<file path="src/rtl/bht_update_arbiter.sv">
// BHT owner: power-up init sweep, queued EX updates applied as read-modify-write,
// and arbitration of the single RAM read port between IF lookups and updates.
module bht_update_arbiter #(
   parameter int         PC_W     = 8,
   parameter int         IDX_W    = 6,
   parameter int         DEPTH    = 4,
   parameter logic [1:0] INIT_VAL = 2'b01,
   parameter int         STARVE   = 8
) (
   input  logic             clk,
   input  logic             reset,
   input  logic             fetch_req,
   input  logic [PC_W-1:0]  fetch_pc,
   output logic             fetch_gnt,
   output logic             fetch_valid,
   output logic             fetch_pred,
   input  logic             upd_valid,
   input  logic [PC_W-1:0]  upd_pc,
   input  logic             upd_taken,
   input  logic             upd_pred,
   output logic             upd_ready,
   output logic             mispredict,
   output logic             tbl_rd_en,
   output logic [IDX_W-1:0] tbl_rd_addr,
   input  logic [1:0]       tbl_rd_data,
   output logic             tbl_wr_en,
   output logic [IDX_W-1:0] tbl_wr_addr,
   output logic [1:0]       tbl_wr_data,
   output logic             init_busy
);

   localparam int PTR_W = $clog2(DEPTH);
   localparam int CNT_W = PTR_W + 1;
   localparam int SC_W  = $clog2(STARVE + 1);

   localparam logic [0:0] S_INIT = 1'b0;
   localparam logic [0:0] S_RUN  = 1'b1;

   logic [0:0]       state_q;
   logic [IDX_W-1:0] sweep_q;
   logic [IDX_W:0]   fifo_mem [DEPTH];
   logic [PTR_W-1:0] wr_ptr_q, rd_ptr_q;
   logic [CNT_W-1:0] count_q, count_d;
   logic [SC_W-1:0]  starve_q, starve_d;
   logic             wr_en_q;
   logic [IDX_W-1:0] wr_addr_q;
   logic             rmw_q, rmw_taken_q;
   logic             byp_q;
   logic [1:0]       byp_data_q;
   logic             fetch_valid_q, mispredict_q;

   logic             run, fifo_empty, fifo_full, upd_win, push;
   logic [IDX_W:0]   head;
   logic [1:0]       rd_val, sat_val;

   assign run        = (state_q == S_RUN);
   assign fifo_empty = (count_q == '0);
   assign fifo_full  = (count_q == CNT_W'(DEPTH));
   assign head       = fifo_mem[rd_ptr_q];

   // Only one RMW in flight: the head may not read while the previous RMW is writing.
   assign upd_win   = run && !fifo_empty && !rmw_q && (!fetch_req || (starve_q == SC_W'(STARVE)));
   assign fetch_gnt = run && fetch_req && !upd_win;
   assign tbl_rd_en   = upd_win || fetch_gnt;
   assign tbl_rd_addr = upd_win ? head[IDX_W:1] : fetch_pc[IDX_W-1:0];

   assign upd_ready = run && !fifo_full;
   assign push      = upd_valid && upd_ready;

   // RAM returns old data on read-during-write; substitute the value written that cycle.
   assign rd_val = byp_q ? byp_data_q : tbl_rd_data;

   always_comb begin
      sat_val = rd_val;
      if (rmw_taken_q) begin
         if (rd_val != 2'b11) sat_val = rd_val + 2'b01;
      end else begin
         if (rd_val != 2'b00) sat_val = rd_val - 2'b01;
      end
   end

   assign tbl_wr_en   = wr_en_q;
   assign tbl_wr_addr = wr_addr_q;
   assign tbl_wr_data = rmw_q ? sat_val : INIT_VAL;

   assign fetch_valid = fetch_valid_q;
   assign fetch_pred  = fetch_valid_q && rd_val[1];
   assign mispredict  = mispredict_q;
   assign init_busy   = (state_q == S_INIT);

   always_comb begin
      count_d  = count_q + CNT_W'(push) - CNT_W'(upd_win);
      starve_d = starve_q;
      if (upd_win)
         starve_d = '0;
      else if (fifo_full && (starve_q != SC_W'(STARVE)))
         starve_d = starve_q + 1'b1;
   end

   always_ff @(posedge clk or negedge reset) begin
      if (!reset) begin
         state_q       <= S_INIT;
         sweep_q       <= '0;
         wr_ptr_q      <= '0;
         rd_ptr_q      <= '0;
         count_q       <= '0;
         starve_q      <= '0;
         wr_en_q       <= 1'b0;
         wr_addr_q     <= '0;
         rmw_q         <= 1'b0;
         rmw_taken_q   <= 1'b0;
         byp_q         <= 1'b0;
         byp_data_q    <= 2'b00;
         fetch_valid_q <= 1'b0;
         mispredict_q  <= 1'b0;
      end else begin
         if (state_q == S_INIT) begin
            sweep_q   <= sweep_q + 1'b1;
            wr_en_q   <= 1'b1;
            wr_addr_q <= sweep_q;
            if (sweep_q == {IDX_W{1'b1}}) state_q <= S_RUN;
         end else begin
            wr_en_q   <= upd_win;
            wr_addr_q <= head[IDX_W:1];
         end
         rmw_q         <= upd_win;
         rmw_taken_q   <= head[0];
         byp_q         <= tbl_rd_en && wr_en_q && (wr_addr_q == tbl_rd_addr);
         byp_data_q    <= tbl_wr_data;
         fetch_valid_q <= fetch_gnt;
         mispredict_q  <= push && (upd_taken ^ upd_pred);
         if (push)    wr_ptr_q <= wr_ptr_q + 1'b1;
         if (upd_win) rd_ptr_q <= rd_ptr_q + 1'b1;
         count_q  <= count_d;
         starve_q <= starve_d;
      end
   end

   always_ff @(posedge clk) begin
      if (push) fifo_mem[wr_ptr_q] <= {upd_pc[IDX_W-1:0], upd_taken};
   end

endmodule

</file>
<file path="config.mk">
export PLATFORM = sky130hd
export DESIGN_NAME = bht_update_arbiter
export DESIGN_NICKNAME = d
export VERILOG_FILES = /design/src/rtl/bht_update_arbiter.sv
export SDC_FILE = /design/constraint.sdc
export NUM_CORES = 1
export LEC_CHECK = 0
export BUFFER_PORTS_ARGS = -buffer_cell sky130_fd_sc_hd__buf_2
export CORE_UTILIZATION = 28
export CTS_CLUSTER_SIZE = 8
export DETAILED_ROUTE_END_ITERATION = 8
export PLACE_DENSITY = 0.5
export SLEW_MARGIN = 25
export SYNTH_ARGS = -nofsm -noshare
export SYNTH_HDL_FRONTEND = slang
export SYNTH_SLANG_ARGS = --single-unit
</file>
<file path="constraint.sdc">
create_clock -name clk -period 2.65 [get_ports clk]
set_input_delay 0.53 -clock clk [delete_from_list [all_inputs] [get_ports clk]]
set_output_delay 0.53 -clock clk [all_outputs]
set_load 0.02 [all_outputs]
</file>
==> flow_metrics.env <==
export IMPL_yosys_top_cells_area="edfxtp_1 (32%), dfrtp_1 (30%), mux4_2 (6.0%)"
export IMPL_crit_path_max_fanout=6
export IMPL_critPathKind="flip-flop to output pin"
export IMPL_required_ps=2120
export IMPL_irDropWorstVdd_uv=274.8
export IMPL_overflow=0
export IMPL_p_total_uw=1838
export IMPL_fin_util=0.3620
export IMPL_power_density_nw_per_um2=551.9
export IMPL_post_route_cell_area_um2=3329
export IMPL_critPathMostFrequentCell="buf_6"
export IMPL_rrSetupSlack_ps=220
export IMPL_yosys_warnings=0
export IMPL_cts_root_buf="clkbuf_8"
export IMPL_ys_seq_elements=60
export IMPL_synth_area_leader_cell="edfxtp_1"
export IMPL_ant_nets=0
export IMPL_cts_tree="built"
export IMPL_crit_chain="inv_2, ha_4, nand3b_4, a2111oi_4, buf_6, mux2_4, buf_6"
export IMPL_synthDominantCellAreaShare=0.3188
export IMPL_diodes=0
export IMPL_tightest_slew_ps=736.7
export IMPL_core_area_um2=9196
export IMPL_reg2reg_to="count_q[2]$_DFF_PN0_"
export IMPL_clock_latency_ps=330
export IMPL_leakage_uw=0.001385
export IMPL_grt_pass1_vias=1562
export IMPL_drt_wl_total_um=4918
export IMPL_postCtsHoldBufs=0
export IMPL_netlist_instances=174
export IMPL_slew_viol_final=0
export IMPL_critPathLaunchType="flip-flop"
export IMPL_drtPass1Iterations=4
export IMPL_grtUsageMet2=0.1619
export IMPL_synthToLayoutAreaGrowth_pct=26.23
export IMPL_rr_startpoint="starve_q[1]$_DFFE_PN0P_"
export IMPL_hold_violations=0
export IMPL_crit_arrival_ps=2030
export IMPL_critPathMaxStageDelay_ps=390
export IMPL_yosysMostFrequentCell="dfrtp_1"
export IMPL_drv_cap=0
export IMPL_r2r_cells=12
export IMPL_die_x_um=99.06
export IMPL_numCtsBuffers=9
export IMPL_met3_usage=0.02837
export IMPL_hold_slack_ps=254.5
export IMPL_rsz0062_at_grt="true"
export IMPL_synth_fp_nets=208
export IMPL_place_congestion=0.7287
export IMPL_fillCellCount=894
export IMPL_setup_viol=0
export IMPL_io_pins=46
export IMPL_grt_max_degree=33
export IMPL_wl_per_cell_um=13.97
export IMPL_clock_sinks=60
export IMPL_viasPerCell=4.327
export IMPL_final_net_count=270
export IMPL_drc_errors=0
export IMPL_clk_pin_slew_worst_paths_ps=70
export IMPL_slew_limit_headroom=0.5089
export IMPL_period_needed_ps=2558
export IMPL_io_buffers=41
export IMPL_start_util=0.2868
export IMPL_ys_seq_area_frac=0.6224
export IMPL_dp_hpwl_um=3402
export IMPL_end_kind="output pin"
export IMPL_dieArea_um2=9812
export IMPL_antenna_found_initial=0
export IMPL_postPlaceCellArea_um2=2988
export IMPL_synth_area_um2=2638
export IMPL_ys_types=35
export IMPL_finalCritPeriodShare=0.9652
export IMPL_avgSynthCellArea_um2=15.16
export IMPL_htree_levels=3
export IMPL_hold_path_class="input pin to async pin"
export IMPL_fmax_mhz=391.0
export IMPL_core_rowCount=35
export IMPL_fp_dieH_um=99.06
export IMPL_multi_input_area_um2=962.2
export IMPL_synth_flop_cell="dfrtp_1"
export IMPL_cts_buffer_depth=2
export IMPL_seq_area_um2=1643
export IMPL_crit_path_top_delay_cell="dfrtp_1"
export IMPL_synth_edff_count=28
export IMPL_grtUsageMet1=0.1469
export IMPL_synthTopCellsByCount="dfrtp_1 (32), edfxtp_1 (28), xnor2_1 (15)"
export IMPL_status="finished clean"
export IMPL_grt_util_all_layers=0.1106
export IMPL_busiest_layer="met2"
export IMPL_drtIter0Drc=35
export IMPL_grt_first_pass_wirelength_um=8024
export IMPL_async_flop_share=0.5333
export IMPL_vias=1523
export IMPL_clock_skew_ps=8.027
export IMPL_drive_gt1_frac=0.4191
==> worst max-delay path by stage <==
stage | startpoint | slack [ps] | to
6_report | starve_q[1]$_DFFE_PN0P_ | 90 | tbl_rd_addr[5]
3_5_place_dp | starve_q[0]$_DFFE_PN0P_ | 180 | byp_q$_DFF_PN0_
5_1_grt | starve_q[1]$_DFFE_PN0P_ | -20 | tbl_rd_addr[5]
3_3_place_gp | starve_q[0]$_DFFE_PN0P_ | 200 | byp_q$_DFF_PN0_
4_1_cts | starve_q[0]$_DFFE_PN0P_ | -20 | tbl_rd_addr[1]
2_1_floorplan | starve_q[0]$_DFFE_PN0P_ | 40 | count_q[2]$_DFF_PN0_
==> cells in the final DEF, fill, tap and decap left out, types with 3 or more instances in the layout <==
master,synthesis,routed
inv_1,10,8
nor2_1,12,12
buf_4,1,13
mux2_2,11,7
mux2_4,2,6
dfrtp_1,32,31
buf_6,0,7
o21ai_0,3,3
ha_1,9,8
edfxtp_1,28,28
and3_1,4,4
xnor2_1,15,15
clkbuf_8,0,9
buf_2,1,36
mux4_2,7,7
nand3_1,3,3
nand2_1,7,7
and2_1,3,3
xor2_1,4,4
==> through the flow <==
step                      TNS, ps  setup slack, ps  instances
after floorplan                 0            36.68        174
after global placement          0            198.3        325
after detailed placement        0            183.6        325
after CTS                  -45.35           -15.93        350
after global routing       -65.29           -17.31        352
final                           0            92.31        352
==> metal layers <==
layer,wire [µm],share of wire,vias up
met1,2313,0.47,736
met2,2273,0.46,42
met5,0,0,-
met3,231,0.047,9
li1,-,-,736
met4,100,0.020,0
==> flip-flops by register name (all words and copies together) (netlist names), 2 cells and up <==
register     count
count_q          3
sweep_q          6
byp_data_q       2
fifo_mem        28
rd_ptr_q         2
wr_ptr_q         2
tbl_wr_addr      6
starve_q         4
==> where the power goes <==
group          internal [µW]  switching [µW]
combinational           35.3            36.5
clock                    429             362
sequential               975               0
==> cells by family (layout without fill, tap and decap cells) <==
logic type | count (synthesis) | after routing | share of synthesized area
and+or+nand+nor | 39 | 39 | 0.08254
buffers and inverters | 15 | 82 | 0.02325
DFF | 60 | 60 | 0.6224
AOI/OAI and AO/OA | 8 | 8 | 0.02657
adders and majority gates | 10 | 10 | 0.05029
xor gates and xnor gates | 20 | 20 | 0.06926
muxes | 22 | 22 | 0.1257
==> what timing repair did <==
item | 4_1_cts | 5_1_grt
resized for setup | 18 | 4
cloned | 1 | 0
setup endpoints to repair | 6 | 9
pin swaps | 2 | 1
setup buffers | 8 | 2
endpoints found under the hold margin | 0 | 0
==> cell type report <==
cell class / instances / share of cell area
Tap cell: 111 / 0.04171
Multi-Input combinational cell: 99 / 0.2890
Inverter: 10 / 0.01127
Sequential cell: 60 / 0.4934
Clock buffer: 9 / 0.03720
Clock inverter: 7 / 0.02029
Timing Repair Buffer: 56 / 0.1071
==> critical path, delay by kind of cell, from the launching register on <==
family          cells  cell delay [ps]
compound gates      1              340
fa+ha+maj           1              140
buf+inv             3              420
flops               1              390
mux                 1              320
simple gates        1               90
(Power assumes the default switching activity.)
